===== config.mk =====
export PLATFORM = sky130hd
export DESIGN_NAME = key_event_gen
export DESIGN_NICKNAME = d
export VERILOG_FILES = /design/src/rtl/key_event_gen.sv
export SDC_FILE = /design/constraint.sdc
export NUM_CORES = 1
export LEC_CHECK = 0
export ABC_AREA = 0
export CORE_MARGIN = 2
export CORE_UTILIZATION = 50
export DETAILED_ROUTE_END_ITERATION = 8
export HOLD_SLACK_MARGIN = 0.12
export PLACE_DENSITY = 0.78
export SYNTH_ARGS = -nofsm -noshare
export SYNTH_HDL_FRONTEND = slang
export SYNTH_SLANG_ARGS = --single-unit
export TNS_END_PERCENT = 50

===== constraint.sdc =====
create_clock -name clock -period 3.85 [get_ports clock]
set_input_delay 0.385 -clock clock [delete_from_list [all_inputs] [get_ports clock]]
set_output_delay 0.385 -clock clock [all_outputs]
set_load 0.01 [all_outputs]

===== src/rtl/key_event_gen.sv =====
// Turns debounced key levels into discrete key events with optional timed auto-repeat,
// buffered in a single-entry valid/ack slot. Auto-repeat is built when KEY_EVENT_AUTOREPEAT_EN is defined.
module key_event_gen #(
  parameter int NUM_KEYS      = 4,
  parameter int CODE_W        = 4,
  parameter int REPEAT_DELAY  = 25000000,
  parameter int REPEAT_PERIOD = 5000000
) (
  input  logic                clock,
  input  logic                reset,
  input  logic [NUM_KEYS-1:0] db_keys,
  input  logic                key_ack,
  output logic                key_valid,
  output logic [CODE_W-1:0]   key_code,
  output logic                key_held,
  output logic                overrun,
  output logic [1:0]          dbg_state
);

  // Handshake: key_valid/key_code hold steady until a cycle with key_valid=1 and key_ack=1;
  // that cycle consumes the event. key_ack while key_valid=0 has no effect.

  if (NUM_KEYS < 1 || NUM_KEYS > 16) begin : g_bad_num_keys
    $error("key_event_gen: NUM_KEYS must be in 1..16");
  end
  if ((1 << CODE_W) < NUM_KEYS) begin : g_bad_code_w
    $error("key_event_gen: CODE_W too narrow for NUM_KEYS");
  end
  if (REPEAT_DELAY < 2 || REPEAT_PERIOD < 2) begin : g_bad_repeat
    $error("key_event_gen: REPEAT_DELAY and REPEAT_PERIOD must be >= 2");
  end

  typedef enum logic [1:0] {
    ST_IDLE    = 2'd0,
    ST_HELD    = 2'd1,
`ifdef KEY_EVENT_AUTOREPEAT_EN
    ST_REPEAT  = 2'd2,
`endif
    ST_RELEASE = 2'd3
  } state_t;

  state_t              state_q, state_d;
  logic [NUM_KEYS-1:0] sync1_q, sync1_d;
  logic [NUM_KEYS-1:0] sync2_q, sync2_d;
  logic [CODE_W-1:0]   cur_q, cur_d;
  logic                valid_q, valid_d;
  logic [CODE_W-1:0]   code_q, code_d;
  logic                held_q, held_d;
  logic                ovr_q, ovr_d;
  logic                ev;
  logic                cur_down;

`ifdef KEY_EVENT_AUTOREPEAT_EN
  localparam int CNT_MAX = (REPEAT_DELAY > REPEAT_PERIOD) ? REPEAT_DELAY : REPEAT_PERIOD;
  localparam int CNT_W   = (CNT_MAX > 1) ? $clog2(CNT_MAX) : 1;
  logic [CNT_W-1:0] cnt_q, cnt_d;
`endif

  function automatic logic [CODE_W-1:0] lowest_idx(input logic [NUM_KEYS-1:0] v);
    lowest_idx = '0;
    for (int i = NUM_KEYS - 1; i >= 0; i--) begin
      if (v[i]) lowest_idx = CODE_W'(i);
    end
  endfunction

  assign sync1_d  = db_keys;
  assign sync2_d  = sync1_q;
  assign cur_down = |(sync2_q & (NUM_KEYS'(1) << cur_q));

  always_comb begin
    state_d = state_q;
    cur_d   = cur_q;
    ev      = 1'b0;
`ifdef KEY_EVENT_AUTOREPEAT_EN
    cnt_d   = cnt_q;
`endif
    case (state_q)
      ST_IDLE: begin
        if (|sync2_q) begin
          cur_d   = lowest_idx(sync2_q);
          ev      = 1'b1;
          state_d = ST_HELD;
`ifdef KEY_EVENT_AUTOREPEAT_EN
          cnt_d   = '0;
`endif
        end
      end
      ST_HELD: begin
        if (!cur_down) begin
          state_d = ST_RELEASE;
`ifdef KEY_EVENT_AUTOREPEAT_EN
          cnt_d   = '0;
        end else if (cnt_q == CNT_W'(REPEAT_DELAY - 1)) begin
          ev      = 1'b1;
          cnt_d   = '0;
          state_d = ST_REPEAT;
        end else begin
          cnt_d   = cnt_q + CNT_W'(1);
`endif
        end
      end
`ifdef KEY_EVENT_AUTOREPEAT_EN
      ST_REPEAT: begin
        if (!cur_down) begin
          state_d = ST_RELEASE;
          cnt_d   = '0;
        end else if (cnt_q == CNT_W'(REPEAT_PERIOD - 1)) begin
          ev      = 1'b1;
          cnt_d   = '0;
        end else begin
          cnt_d   = cnt_q + CNT_W'(1);
        end
      end
`endif
      ST_RELEASE: begin
        // Other keys pressed during the hold are swallowed until everything is up.
        if (sync2_q == '0) state_d = ST_IDLE;
      end
      default: state_d = ST_IDLE;
    endcase
  end

  always_comb begin
    valid_d = valid_q;
    code_d  = code_q;
    ovr_d   = ovr_q;
    if (ev) begin
      if (!valid_q || key_ack) begin
        valid_d = 1'b1;
        code_d  = cur_d;
      end else begin
        ovr_d = 1'b1;
      end
    end else if (key_ack && valid_q) begin
      valid_d = 1'b0;
    end
`ifdef KEY_EVENT_AUTOREPEAT_EN
    held_d = (state_d == ST_HELD) || (state_d == ST_REPEAT);
`else
    held_d = (state_d == ST_HELD);
`endif
  end

  always_ff @(posedge clock or posedge reset) begin
    if (reset) begin
      state_q <= ST_IDLE;
      sync1_q <= '0;
      sync2_q <= '0;
      cur_q   <= '0;
      valid_q <= 1'b0;
      code_q  <= '0;
      held_q  <= 1'b0;
      ovr_q   <= 1'b0;
`ifdef KEY_EVENT_AUTOREPEAT_EN
      cnt_q   <= '0;
`endif
    end else begin
      state_q <= state_d;
      sync1_q <= sync1_d;
      sync2_q <= sync2_d;
      cur_q   <= cur_d;
      valid_q <= valid_d;
      code_q  <= code_d;
      held_q  <= held_d;
      ovr_q   <= ovr_d;
`ifdef KEY_EVENT_AUTOREPEAT_EN
      cnt_q   <= cnt_d;
`endif
    end
  end

  assign key_valid = valid_q;
  assign key_code  = code_q;
  assign key_held  = held_q;
  assign overrun   = ovr_q;
  assign dbg_state = state_q;

endmodule

Yosys cells after proc, flatten, opt, wreduce, memory -nomap -nowiden --
Cells that the tools add are included.
Operators by class: add/subtract/negate cells 0, $lt $le $gt $ge 0, shifts and indexed selects 1, eq/ne operators 4, muxes and demuxes 15, div/mod/pow operators 0, multipliers 0, reduce and logical (&&, ||, !) cells 11, bitwise gates (word level) 2
Operator list (number):
- 4-bit 2-to-1 mux | 5
- 2-bit 2-to-1 mux | 4
- 4-bit OR reduction | 2
- 2-bit one-hot mux with 3 select lines | 1
- 2-bit AND reduction | 3
- 1-bit 2-to-1 mux | 5
- 4-bit AND | 1
- 2-bit by 1-bit equality test with 1-bit output, second input constant | 2
- 4-bit zero test | 1
- 1-bit by 4-bit left shift with 4-bit output, first input constant | 1
- 2-bit equality test, second input constant | 1
- 2-bit zero test | 1
- 2-bit by 1-bit inequality test with 1-bit output, second input constant | 1
- 2-bit nonzero test | 1
- 1-bit logical AND | 1
- 1-bit zero test | 1
- 1-bit logical OR | 1
- 1-bit NOT | 1
Storage, ports and cells: memory bits (writable) 0, output and inout bits 9, register bits 21, input bits 7, ROM bits 0, memories 0, bits in latches 0, word-level logic and storage cells 41

Logic depth before layout (Yosys ltp) --
Gate-level depths: netlist of the first run.
depth after elaboration 6, depth in mapped cells 4, gate-level depth less buffers 3

Worst setup path after synthesis of the first run --
Ideal clock, no wire load.
path type flip-flop to flip-flop, start point register sync2_q[0], end point register state_q[0], in the netlist dbg_state[0], arrival time 1337 ps, stages on the path, launching flop included 5, data required time 3732 ps, path buffers 1, slack 2395 ps, library setup time 118 ps, clock period less this slack 1455 ps, cells stage by stage dfrtp_1 or4_1 buf_2 o21ba_1 a21o_1
On the way: longest elaborated chain between the ends 4, elaborated cells on any way between the ends 8, those cells by class mux (4); bitwise (1); reduce/logical (3)
Ends and longest elaborated chain:
- from (decl) | line 44 | logic [NUM_KEYS-1:0] sync2_q, sync2_d;
- from (signal assigned) | line 160 | sync2_q <= sync2_d;
- 4-bit AND | line 68 | assign cur_down = |(sync2_q & (NUM_KEYS'(1) << cur_q));
- 4-bit OR reduction | line 68
- 2-bit 2-to-1 mux | line 89 | if (!cur_down) begin
- 2-bit one-hot mux with 3 select lines (*) | line 77 | case (state_q)
- named net state_d[0] | line 42 | state_t state_q, state_d;
- to (signal assigned) | line 158 | state_q <= state_d;
- to (decl) | line 42
Mark *: on every way through the listed nets, which the timed path passes. The rest lies on a longest branch. A chain may end at the register's enable or synchronous reset.

Worst setup path after layout of the first run --
start point register state_q[0], in the netlist dbg_state[0], end point output dbg_state[0]
RTL lines:
- to (decl) | line 17 | output logic [1:0] dbg_state
No word-level cell between the ends.

==> metrics.txt, run 1 <==
status=complete, no violations; worst reg2reg startpoint=sync2_q[0]$_DFF_PP0_; layout cell share with drive strength beyond 1=between 6 and 7%; postcts setup bufs=0; clock skew=roughly 0.0049 ns; Pleak=roughly 0.43 nW; Highest Clock Rate=slightly below 600 MHz; Iter 0 DRT Violations=8; Tcrit/Tclk final=44.3%; largest net degree at the start of global routing=22; CTS tree=yes; Post-synth EDFFs=0; row count=13; nets=82; filler instances=~110; Synth top area share=between 70% and 80%; top_reg_cell synth=dfrtp_1; post-route ant nets=0; sw frac=between 20% and 30%; simple-gate area share of the yosys netlist=between 10% and 20%; yosys warns=0; most common cell in the netlist=dfrtp_1; Place WS=between 2 and 2.5 ns; Setup crit start kind=flip-flop; clock root buffer=clkbuf_4; Slew @ Worst Pin=0.728 ns; crit path time final=approximately 1.7 ns; initial antenna violation count=0; hold path startpoint=sync1_q[0]$_DFF_PP0_; Max-Cap Viols=0; Post-DP HPWL=around 840 µm; Hold Path Class=reg2reg; Buffers on Ports=15; width of the die=approximately 43 µm; Int Power=slightly below 0.4 mW; DRC violations left=0; Pwr Density=584 mW/mm²; CTS sink cnt=21; crit-path cells=clkdlybuf4s50_1; Seq/Total Area, Yosys=between 70% and 80%; GRT Resource Usage Total=between 10% and 20%; Top delay family on crit path=buffers and inverters; Synth area leaders=dfrtp_1 (70%), mux2i_1 (4.0%), and2_1 (3.3%); cell area after synthesis=between 700 and 800 µm²; total grt overflow=0; Adder-Cell Fraction of Synth Area=0%; n_diodes=0; mux cell area share after synthesis=approximately 4%; required time of the worst setup path=between 3 and 4 ns; Seq pwr share=between 50% and 60%; Placer Congestion=0.738; CP Buf/Inv Count=1; Pre-Repair DR Iteration Count=4; vias in the first global route=457; Max Slew Vio Count=0; Core ar.=0.00135 mm²; TritonCTS Buffers=3; Slowest cell on crit path=clkdlybuf4s50_1; IO Count=16; crit end category=output pin; Via Count=between 400 and 500; PostCTS Resize Cnt=0; Critical Path AT=around 1.3 ns; Syn Inst Count=56; TNS Setup=0 ns; largest area contributor in the netlist=dfrtp_1; Critical Path Start=dbg_state[0]$_DFF_PP0_; die area=approximately 0.0018 mm²; Starting Density=approximately 56%; Post-CTS Hold Buffers=0; worst vdd rail ir drop=a little under 0.3 mV; routed wire length=roughly 1100 µm; Routed WL per cell=12.7 µm; Max Fanout on Critical Path=7; Clk Latency, worst-skew pair=0.29 ns; clock share of power=between 10% and 20%; via/cell ratio=5.29; crit-path max cell delay=0.57 ns; die height=approximately 43 µm; number of H-tree levels=1; XOR/XNOR share of the synthesized area=0%; final setup fails=0; syn nets=63; Synth Area in Compound Gates=about an eighth; unrepaired setup endpoints after global routing=no; Seq cells post-synth=21; Final Hold Viols=0; CTS clk-pin slew, worst paths=between 0.1 and 0.15 ns; Multi-input gate area=approximately 200 µm²; largest family of logic cells by synthesized area=compound AO/OA/AOI/OAI gates; worst setup margin=roughly 2.1 ns; Synth cell types=24; NetSw=around 0.15 mW; logic gate share of total power=between 20 and 30%; synthesis-to-finish area growth=25.4%; Synth async-reset ratio=100%; Syn Area/Cell=13.4 µm²; register area=~530 µm²; first-pass GRT wire length=between 1500 and 2000 µm; Commonest cells post-synth=dfrtp_1 (21), and2_1 (4), inv_1 (4); slew margin rel.=51.4%; CTS max path bufs=2; critical path type=reg2out
-- flip-flops by register name, summed over array words and instances, names as in the netlist --
register,flops
cur_q,4
key_held,1
sync2_q,4
overrun,1
sync1_q,4
key_valid,1
key_code,4
dbg_state,2
-- worst paths after layout --
check | end | slack (ns) | cells after the start
max | dbg_state[0] | 2.14 | 1
max reg2reg | dbg_state[0]$_DFF_PP0_ | 2.29 | 3
max in group asynchronous | key_held$_DFF_PP0_ | 2.89 | 2
min in group asynchronous | overrun$_DFFE_PP0P_ | 0.51 | 2
min reg2reg | sync2_q[0]$_DFF_PP0_ | 0.36 | 0
min | sync2_q[0]$_DFF_PP0_ | 0.36 | 0
-- stage by stage --
stage               total power, mW  std cells  hold slack [ns]  instance area (µm²)  util, %
floorplan                     0.378         56            0.331                  749        -
global placement              0.453         85            0.331                  913     67.7
detailed placement            0.458         85            0.336                  913     67.7
CTS                           0.557         89            0.362                  940     69.6
global route                  0.586         89            0.375                  940     69.6
finish                        0.549         89            0.358                  940     69.6
-- routing by layer --
layer	track usage, %	up-vias	wire length (µm)
met2	22.4	17	537
met1	20.3	223	516
met4	7.50	0	14
li1	-	229	-
met3	3.83	2	65
met5	0	-	0
-- cells by family after synthesis --
kind of cell,after synthesis
DFF,21
AOI/OAI and AO/OA,12
buffers and inverters,5
muxes,3
and+or+nand+nor,15
-- cells in the final DEF, fill, tap and decap left out, types with 2 or more instances in the layout --
cell type,count
nand3_1,2
nand2_1,2
o21ai_0,2
clkdlybuf4s50_1,15
a21oi_1,2
clkbuf_4,3
dfrtp_1,21
inv_1,4
and2_1,4
mux2i_1,3
-- power by group through the flow --
stage | sequential [mW] | clock [mW] | combinational [mW]
6_report | 0.294 | 0.0990 | 0.156
5_1_grt | 0.302 | 0.113 | 0.171
4_1_cts | 0.295 | 0.103 | 0.159
3_5_place_dp | 0.299 | 0 | 0.159
3_3_place_gp | 0.297 | 0 | 0.155
2_1_floorplan | 0.309 | 0 | 0.0692
-- layout make-up --
class	count	area share, %
clock buffers	4	2.80
inverters	4	1.60
multi-input cells	30	21.7
flip-flops and latches	21	55.9
well taps	15	2.00
repair buffers	15	16.0
(Power assumes the default switching activity.)
==> inputs of run 2 (changes only) <==
--- a/config.mk
+++ b/config.mk
@@ -7,10 +7,10 @@
 export LEC_CHECK = 0
 export ABC_AREA = 0
 export CORE_MARGIN = 2
-export CORE_UTILIZATION = 50
+export CORE_UTILIZATION = 47
 export DETAILED_ROUTE_END_ITERATION = 8
 export HOLD_SLACK_MARGIN = 0.12
-export PLACE_DENSITY = 0.78
+export PLACE_DENSITY = 0.74
 export SYNTH_ARGS = -nofsm -noshare
 export SYNTH_HDL_FRONTEND = slang
 export SYNTH_SLANG_ARGS = --single-unit
==> constraint.sdc (replaced) <==
create_clock -name clock -period 1.65 [get_ports clock]
set_input_delay 0.165 -clock clock [delete_from_list [all_inputs] [get_ports clock]]
set_output_delay 0.165 -clock clock [all_outputs]
set_load 0.01 [all_outputs]
==> run 2 against run 1 <==
Effect of this change:
- hold slack got worse by 0.17 ns
- flip-flop and latch count stayed put
- largest cell class unchanged
- setup slack got worse by 2.0 ns
- critical endpoint is now dbg_state[0]$_DFF_PP0_
- combinational power up 140%
- sequential power rose by 140%
==> metrics.txt, run 2 (synthesis results as in run 1) <==
Final Instance Count excl. Fillers=91 (+2.2%); crit-path cells=or4_1 > o21ba_1 > a21o_1; die height=43.9 µm (+2.8%); unrepaired setup endpoints after global routing=no; Max Slew Vio Count=0 (unchanged); nets=83 (+1.2%); IO Count=16 (unchanged); post-route cell area=950 µm² (+1.1%); Post-DP HPWL=887 µm (+5.8%); Hold Slack=0.186 ns (-0.171 ns); Pre-Repair DR Iteration Count=4 (unchanged); Buffers on Ports=15 (unchanged); Post-CTS Hold Buffers=0 (unchanged); slew margin rel.=67.8% (+16 points); Max Fanout on Critical Path=6 (-1); Starting Density=49.8% (-5.8 points); routed wire length=1210 µm (+6.3%); worst vdd rail ir drop=0.778 mV (+160%); Hold Path Class=in2async; final core utilization=63.0% (-6.6 points); final setup fails=0 (unchanged); required time of the worst setup path=1.85 ns (-1.61 ns); post-route ant nets=0 (unchanged); largest net degree at the start of global routing=22 (unchanged); commonest non-fill, non-tap cell in the layout=dfrtp_1; DRC violations left=0 (unchanged); Reg2Reg Depth=3 (unchanged); clock skew=0.000615 ns (-0.00431 ns); Power, Total=1.29 mW (+140%); Tcrit/Tclk final=94.0%; Slowest cell on crit path=or4_1; status=complete, no violations; row count=14 (+1); vias in the first global route=500 (+9.4%); TritonCTS Buffers=3 (unchanged); crit path time final=1.55 ns; Placer Congestion=0.750 (+1.7%); total grt overflow=0 (unchanged); CTS max path bufs=2 (unchanged); GRT Resource Usage Total=15.6% (+0.61 points); Final Hold Viols=0 (unchanged); layout cell share with drive strength beyond 1=9.33% (+2.6 points); Pwr Density=1360 mW/mm² (+130%); Pleak=0.442 nW (+1.7%); number of H-tree levels=1 (unchanged); most frequent cells in the layout=dfrtp_1 (21), clkdlybuf4s50_1 (15), inv_1 (4), and2_1 (4); Routed WL per cell=13.3 µm (+4.0%); Core ar.=0.00151 mm² (+12%); Slew @ Worst Pin=0.476 ns (-0.252 ns); clock root buffer=clkbuf_4; CTS tree=yes; Iter 0 DRT Violations=11 (+3); via/cell ratio=5.42 (+2.4%); first-pass GRT wire length=2100 µm (+5.9%); crit-path max cell delay=0.64 ns (+0.07 ns); Highest Clock Rate=645 MHz; Setup crit start kind=flip-flop; initial antenna violation count=0 (unchanged); postcts setup bufs=0 (unchanged); CTS sink cnt=21 (unchanged); n_diodes=0 (unchanged); DP Cell Count=87 (+2.4%); Post-DP Area=922 µm² (+0.96%); synthesis-to-finish area growth=26.7%; PostCTS Resize Cnt=0 (unchanged); die area=0.00193 mm² (+5.8%); critical path type=reg2reg; RR Endpoint=dbg_state[0]$_DFF_PP0_; Max-Cap Viols=0 (unchanged); worst setup margin=0.0993 ns (-2.04 ns); TNS Setup=0 ns (unchanged); Via Count=493 (+4.7%); Worst R2R Setup Slack=0.1 ns (-2.19 ns); Place WS=0.144 ns (-2.16 ns); width of the die=43.9 µm (+2.8%); worst reg2reg startpoint=sync2_q[0]$_DFF_PP0_; CTS clk-pin slew, worst paths=0.11 ns (about the same); Critical Path AT=1.75 ns (+0.43 ns); crit end category=flip-flop; Clk Latency, worst-skew pair=0.29 ns (about the same)
==> run 2: cell count changes in the layout (fill, tap and decap cells not counted), sizes merged <==
cell / before / now
buf: 0 / 1
clkinv: 0 / 1
clkbuf: 4 / 3
==> run 2: worst max-delay path by stage <==
stage	start	end	slack, ns
2_1_floorplan	sync2_q[0]$_DFF_PP0_	dbg_state[0]$_DFF_PP0_	0.19
3_3_place_gp	sync2_q[0]$_DFF_PP0_	dbg_state[0]$_DFF_PP0_	0.16
3_5_place_dp	sync2_q[0]$_DFF_PP0_	dbg_state[0]$_DFF_PP0_	0.14
4_1_cts	sync2_q[0]$_DFF_PP0_	dbg_state[0]$_DFF_PP0_	0.11
5_1_grt	sync2_q[0]$_DFF_PP0_	dbg_state[0]$_DFF_PP0_	0.05
6_report	sync2_q[0]$_DFF_PP0_	dbg_state[0]$_DFF_PP0_	0.1
==> run 2: area by class of cell <==
type	instances	area [µm²]
Timing Repair Buffer	16	158
Tap cell	16	20.0
Fill cell	121	557
Inverter	4	15.0
Clock buffer	3	22.5
Clock inverter	1	5.00
Multi-Input combinational cell	30	204
Sequential cell	21	526
==> run 2: routing by layer <==
layer	routed length [µm]	vias up	part of all wire, %	global-route usage (%)
met4	21	0	1.7	9.09
met3	60	2	5.0	5.00
met1	562	247	47	17.8
met2	562	13	47	25.6
met5	0	-	0	0
li1	-	231	-	-
==> run 2: worst max-delay path: cells and delay by family (launching register included) <==
kind | cells | cell delay, ns
AOI/OAI and AO/OA | 2 | 0.39
DFF | 1 | 0.42
and+or+nand+nor | 1 | 0.64
==> run 2: where the power goes <==
group	total, mW	switching [mW]	internal (mW)	leakage, nW
registers	0.691	0.0781	0.613	0.259
clock network	0.235	0.145	0.0902	0.0177
logic	0.368	0.146	0.221	0.165
total	1.29	0.369	0.925	0.442
==> inputs of run 3 (changes only) <==
--- a/config.mk
+++ b/config.mk
@@ -8,6 +8,7 @@
 export ABC_AREA = 0
 export CORE_MARGIN = 2
 export CORE_UTILIZATION = 47
+export CTS_CLUSTER_SIZE = 30
 export DETAILED_ROUTE_END_ITERATION = 8
 export HOLD_SLACK_MARGIN = 0.12
 export PLACE_DENSITY = 0.74
==> results of run 3 <==
The final DEF is identical to that of run 2; final timing and power are the same.
